[src/rtl/pending_encoder16to4.sv]
// rtl/pending_encoder16to4.sv - 16-bit pending request encoder with a 4-bit index handshake output
// Optional macro PENDING_ENC_ROUND_ROBIN_EN: round-robin selection instead of lowest-index-first.
module pending_encoder16to4 (
  input  logic        clk,
  input  logic        rst,
  input  logic        en,
  input  logic [15:0] req,
  input  logic        out_ready,
  output logic [3:0]  out_idx,
  output logic        out_valid,
  output logic [15:0] pending,
  output logic        overflow
);

  typedef enum logic {IDLE, PRESENT} state_t;

  state_t      state;
  state_t      state_nx;
  logic [3:0]  sel;
  logic        sel_ok;
  logic        load;
  logic [15:0] load_mask;
  logic [15:0] req_eff;
  logic [15:0] pending_nx;
  logic [3:0]  idx_nx;
  logic        ovf_nx;

  assign sel_ok    = |pending;
  assign out_valid = (state == PRESENT);

`ifdef PENDING_ENC_ROUND_ROBIN_EN
  logic [3:0] rr_ptr;
  logic [3:0] cand;

  // Round-robin pick: first pending bit at or after rr_ptr+1, wrapping past 15.
  always_comb begin
    sel  = 4'd0;
    cand = 4'd0;
    for (int i = 15; i >= 0; i--) begin
      cand = rr_ptr + 4'd1 + i[3:0];
      if (pending[cand]) sel = cand;
    end
  end

  // Pointer remembers the last loaded index; 15 after reset so the first search starts at 0.
  always_ff @(posedge clk) begin
    if (rst)       rr_ptr <= 4'd15;
    else if (load) rr_ptr <= sel;
  end
`else
  // Fixed-priority pick: lowest set pending index wins.
  always_comb begin
    sel = 4'd0;
    for (int i = 15; i >= 0; i--) begin
      if (pending[i]) sel = i[3:0];
    end
  end
`endif

  // Next-state, load decision and pending/overflow update.
  always_comb begin
    state_nx = state;
    idx_nx   = out_idx;
    load     = 1'b0;
    case (state)
      IDLE: begin
        if (sel_ok) begin
          load     = 1'b1;
          state_nx = PRESENT;
        end
      end
      PRESENT: begin
        if (out_ready) begin
          if (sel_ok) begin
            load = 1'b1;
          end else begin
            state_nx = IDLE;
            idx_nx   = 4'd0;
          end
        end
      end
      default: state_nx = IDLE;
    endcase
    if (load) idx_nx = sel;
    load_mask  = load ? (16'h0001 << sel) : 16'h0000;
    req_eff    = en ? req : 16'h0000;
    // A new request on the bit being loaded this edge re-sets it (set wins over clear).
    pending_nx = (pending & ~load_mask) | req_eff;
    // Only a hit on a bit that stays pending is a lost request.
    ovf_nx     = |(req_eff & pending & ~load_mask);
  end

  // State and output registers; reset drops any presented index.
  always_ff @(posedge clk) begin
    if (rst) begin
      state    <= IDLE;
      out_idx  <= 4'd0;
      pending  <= 16'h0000;
      overflow <= 1'b0;
    end else begin
      state    <= state_nx;
      out_idx  <= idx_nx;
      pending  <= pending_nx;
      overflow <= ovf_nx;
    end
  end

endmodule

[config.mk]
export PLATFORM = sky130hd
export DESIGN_NAME = pending_encoder16to4
export DESIGN_NICKNAME = d
export VERILOG_FILES = /design/src/rtl/pending_encoder16to4.sv
export SDC_FILE = /design/constraint.sdc
export NUM_CORES = 1
export LEC_CHECK = 0
export CORE_MARGIN = 3
export CORE_UTILIZATION = 40
export CTS_CLUSTER_DIAMETER = 80
export CTS_CLUSTER_SIZE = 8
export DETAILED_ROUTE_END_ITERATION = 12
export DONT_BUFFER_PORTS = 1
export MAX_ROUTING_LAYER = met4
export SLEW_MARGIN = 15
export SYNTH_ARGS = -nofsm -noshare
export SYNTH_HDL_FRONTEND = slang
export SYNTH_SLANG_ARGS = --single-unit
[constraint.sdc]
create_clock -name clk -period 5.8 [get_ports clk]
set_clock_uncertainty 0.05 [all_clocks]
set_input_delay 1.16 -clock clk [delete_from_list [all_inputs] [get_ports clk]]
set_output_delay 1.16 -clock clk [all_outputs]
set_load 0.01 [all_outputs]
### Yosys cells after proc, flatten, opt, wreduce, memory -nomap -nowiden

Cells that the tools add are included.

* add/subtract/negate cells: 0
* multiply operators: 0
* div/mod/pow operators: 0
* magnitude comparators: 0
* eq/ne operators: 1
* shift operators: 1
* muxes and demuxes: 27
* bitwise gates (word level): 6
* reductions and logical operators: 5

Operator list (number)
* 4-bit 2-to-1 mux: 20
* 16-bit bitwise AND: 3
* 16-bit 2-to-1 mux: 2
* 16-bit OR reduction: 2
* 16-bit NOT: 1
* 16-bit bitwise OR: 1
* 1-bit by 4-bit << shifter with 16-bit output (first input constant): 1
* 1-bit one-hot mux with 2 select lines: 2
* 2-bit nonzero test: 2
* 1-bit 2-to-1 mux: 3
* 3-bit AND reduction: 1
* 2-bit by 1-bit != test with 1-bit output (second input constant): 1
* 1-bit NOT: 1

* register bits after elaboration: 22
* latch bits: 0
* RAM bits: 0
* memory bits (read-only): 0
* input port bits: 20
* output and inout port bits: 22
* logic and storage cells: 44
* memories kept: 0

### Longest topological paths before layout

* depth in word-level cells: 21
* gate-level depth with buffers: 9
* mapped depth without buffers: 7

### Worst setup path after synthesis

OpenSTA, ideal clock, no wires.

* path type: input to register
* start point: input port out_ready
* end point: register overflow
* library setup time: 0.132 ns
* arrival: 2.690 ns
* required time: 5.618 ns
* path slack: 2.928 ns
* stages: 8
* path buffers: 1
* cell sequence: or2b_1 -> nand2b_4 -> or3b_1 -> buf_2 -> or3_1 -> a311oi_1 -> a41o_1 -> a21oi_1

* cells in the longest elaborated chain, start to end: 6

RTL lines
* start, declared: line 8 `input logic out_ready,`
* 1-bit 2-to-1 mux: line 73 `if (out_ready) begin`
* 1-bit one-hot mux with 2 select lines: line 65 `case (state)`
* 16-bit 2-to-1 mux: line 85 `load_mask = load ? (16'h0001 << sel) : 16'h0000;`
* 16-bit NOT: line 90 `ovf_nx = |(req_eff & pending & ~load_mask);`
* 16-bit bitwise AND: line 90
* 16-bit OR reduction: line 90
* end signal, assigned: line 104 `overflow <= ovf_nx;`
* end, declared: line 12 `output logic overflow`

Every way passes these cells.
A chain may end at the register's enable or synchronous reset.

### Final worst setup path

* start point: register pending[8]
* end point: register overflow

* cells in the longest elaborated chain, start to end: 14
* elaborated cells between the ends (all ways): 19
* those cells by class: 1 x shift; 13 x mux; 3 x bitwise; 2 x reduce/logical

RTL lines
* start, declared: line 11 `output logic [15:0] pending,`
* start signal, assigned: line 103 `pending <= pending_nx;`
* 4-bit 2-to-1 mux (9 in series): line 55 `if (pending[i]) sel = i[3:0];`
* 1-bit by 4-bit << shifter with 16-bit output: line 85
* 16-bit 2-to-1 mux: line 85
* 16-bit NOT: line 90
* 16-bit bitwise AND *: line 90
* 16-bit OR reduction *: line 90

Every way passes the cells marked *; elsewhere a longest branch is shown, timed or not.

==> flow_metrics.env <==
export IMPL_critical_path_class="flop to flop"
export IMPL_cpPeakStageDelay_ps=650
export IMPL_finalWeightedCongestion=0.9135
export IMPL_layout_area_overhead_vs_synth_pct=4.489
export IMPL_die_area_um2=3997
export IMPL_reg2reg_from="pending[8]"
export IMPL_cpMaxStageDelayCell="nor4_1"
export IMPL_synth_edf_count=0
export IMPL_post_cts_setup_buffers=0
export IMPL_path_cells="nor4_1 > nor2b_1 > or3b_1 > or3_1 > a311oi_1 > a41o_1 > a21oi_1"
export IMPL_ys_seq_elements=22
export IMPL_die_h_um=63.23
export IMPL_clockBufferDepth=2
export IMPL_cap_viol_max_count=0
export IMPL_netlist_area_um2=1310
export IMPL_cts_sinks=22
export IMPL_die_x_um=63.23
export IMPL_hold_viol=0
export IMPL_irDropWorstVdd_v=0.00009244
export IMPL_cp_start_kind="flop"
export IMPL_grt_usage_pct=21.27
export IMPL_syn_nets=196
export IMPL_maxSlewHeadroom_pct=49.34
export IMPL_overflow=0
export IMPL_antennaDiodeCount=0
export IMPL_ys_flop_type="dfxtp_1"
export IMPL_setup_worst_path_start="pending[8]"
export IMPL_insertion_delay_ps=330
export IMPL_async_reset_ff_share_pct=0
export IMPL_wl_um=4196
export IMPL_drv_slew=0
export IMPL_crit_arrival_ps=2980
export IMPL_min_path_type="flop to flop"
export IMPL_boundaryPins=42
export IMPL_final_util_pct=44.47
export IMPL_cts_hold_buf=0
export IMPL_holdCritStartpoint="out_idx[0]"
export IMPL_synth_seq_area_share_pct=33.62
export IMPL_fillers=332
export IMPL_cts_root_buffer="clkbuf_4"
export IMPL_h_tree_depth=1
export IMPL_cp_required_ps=5970
export IMPL_grt_pass1_wl_um=6672
export IMPL_timing_final_crit_share_pct=48.51
export IMPL_leakage_nw=0.4756
export IMPL_yosysUniqueCellTypes=41
export IMPL_worst_pin_slew_ps=757.6
export IMPL_dp_hpwl_um=3116
export IMPL_clk_pin_slew_ps=120
export IMPL_cp_max_fo=9
export IMPL_antenna_found_initial=0
export IMPL_rsz0062_at_grt="false"
export IMPL_avgRoutedWirePerCell_um=19.43
export IMPL_numCtsBuffers=3
export IMPL_whs_ps=456.8
export IMPL_drive_gt1_share_pct=5.233
export IMPL_end_kind="flop"
export IMPL_fmax_mhz=355.4
export IMPL_num_vias=1412
export IMPL_final_nets=193
export IMPL_start_util_pct=42.56
export IMPL_setup_viol=0
export IMPL_io_buffers=0
export IMPL_outcome="finished, final reports clean"
export IMPL_cts_tree="yes"
export IMPL_grt_max_degree=23
export IMPL_antenna_left=0
export IMPL_layout_min_cycle_time_ps=2814
export IMPL_first_pass_iters=4
export IMPL_syn_avg_cell_area_um2=7.443
export IMPL_power_per_cell_area_nw_per_um2=281.1
export IMPL_cts_resized_gates=0
export IMPL_grt_pass1_vias=1315
export IMPL_yosys_warnings=0
export IMPL_drtIter0Drc=118
export IMPL_syn_instance_count=176
export IMPL_via_per_inst=6.537
export IMPL_num_rows=20
export IMPL_finalSetupTns_ps=0
export IMPL_coreArea_um2=3078
export IMPL_post_route_drc_count=0
through the flow:
stage	power (W)	area, um2	instances	setup slack [ps]
after floorplan	0.0002698	1310	176	2928
after global routing	0.0004042	1369	216	2754
final	0.0003848	1369	216	2986
after detailed placement	0.0002946	1333	212	2827
after global placement	0.0002944	1333	212	2896
after CTS	0.0003836	1369	216	3030
worst paths after layout:
path | endpoint | slack (ps) | depth (start not counted)
worst max-delay path | overflow | 2990 | 7
worst min-delay path | out_idx[0] | 460 | 2
worst max register to register | overflow | 2990 | 7
worst min register to register | out_idx[0] | 460 | 2
area by class of cell:
type	instances	area (um2)	area share (%)
well taps	44	55.05	4.022
multi-input cells	142	822.0	60.05
clock buffers	4	36.28	2.651
inverters	4	15.01	1.097
flip-flops and latches	22	440.4	32.18
state kept, by name (all words and copies together) (netlist names):
name	cells
overflow	1
pending	16
out_valid	1
out_idx	4
cell usage in the layout (no fill, tap or decap), types with 2 or more instances in the layout:
master	netlist	routed
nor2_1	12	12
a22oi_1	4	4
o22ai_1	2	2
o211ai_1	5	5
o221ai_1	2	2
a211oi_1	2	2
nor4_1	5	5
a21oi_1	20	20
o311a_1	2	2
o221a_2	2	2
dfxtp_1	22	22
nand3_1	6	6
o21ai_0	15	15
nor2b_1	5	5
nand2b_1	2	2
inv_1	4	4
nor3_1	3	3
or2b_1	2	2
a21o_1	2	2
o31ai_1	4	4
nand2_1	27	27
a31oi_1	3	3
clkbuf_4	0	3
critical path, delay by kind of cell (launching register included):
kind               cells  cell delay, ps
AOI/OAI and AO/OA      3             550
and+or+nand+nor        4            1670
DFF                    1             440
per-layer routing:
layer	share of wire, %	wire (um)	vias to the layer above	global-route usage (%)
met5	0	0	-	-
met4	2.0	86	0	8.086
met3	10	435	8	4.991
met2	46	1940	81	33.73
met1	41	1733	659	26.25
li1	-	-	664	-
report_power, final:
| group | leakage [nW] | internal (W) | switching (W) |
|---|---|---|---|
| logic | 0.272 | 0.0000403 | 0.0000625 |
| clock network | 0.0210 | 0.0000385 | 0.0000523 |
| registers | 0.182 | 0.000164 | 0.0000272 |
| total | 0.476 | 0.000243 | 0.000142 |
cell families (layout without fill, tap and decap cells):
logic type             after synthesis  after routing  share of synthesized area, %
buffers and inverters               12              8                         3.629
and+or+nand+nor                     71             71                         27.22
DFF                                 22             22                         33.62
AOI/OAI and AO/OA                   71             71                         35.53
synth_stat cells, types with 3 or more instances:
library cell	instances	area, um2
nand2_1	27	101.4
dfxtp_1	22	440.4
a21oi_1	20	100.1
o21ai_0	15	75.07
nor2_1	12	45.04
clkbuf_1	6	22.52
nand3_1	6	30.03
nor2b_1	5	31.28
nor4_1	5	31.28
o211ai_1	5	37.54
a22oi_1	4	30.03
inv_1	4	15.01
o31ai_1	4	30.03
a31oi_1	3	18.77
nor3_1	3	15.01
(Power assumes the default switching activity.)
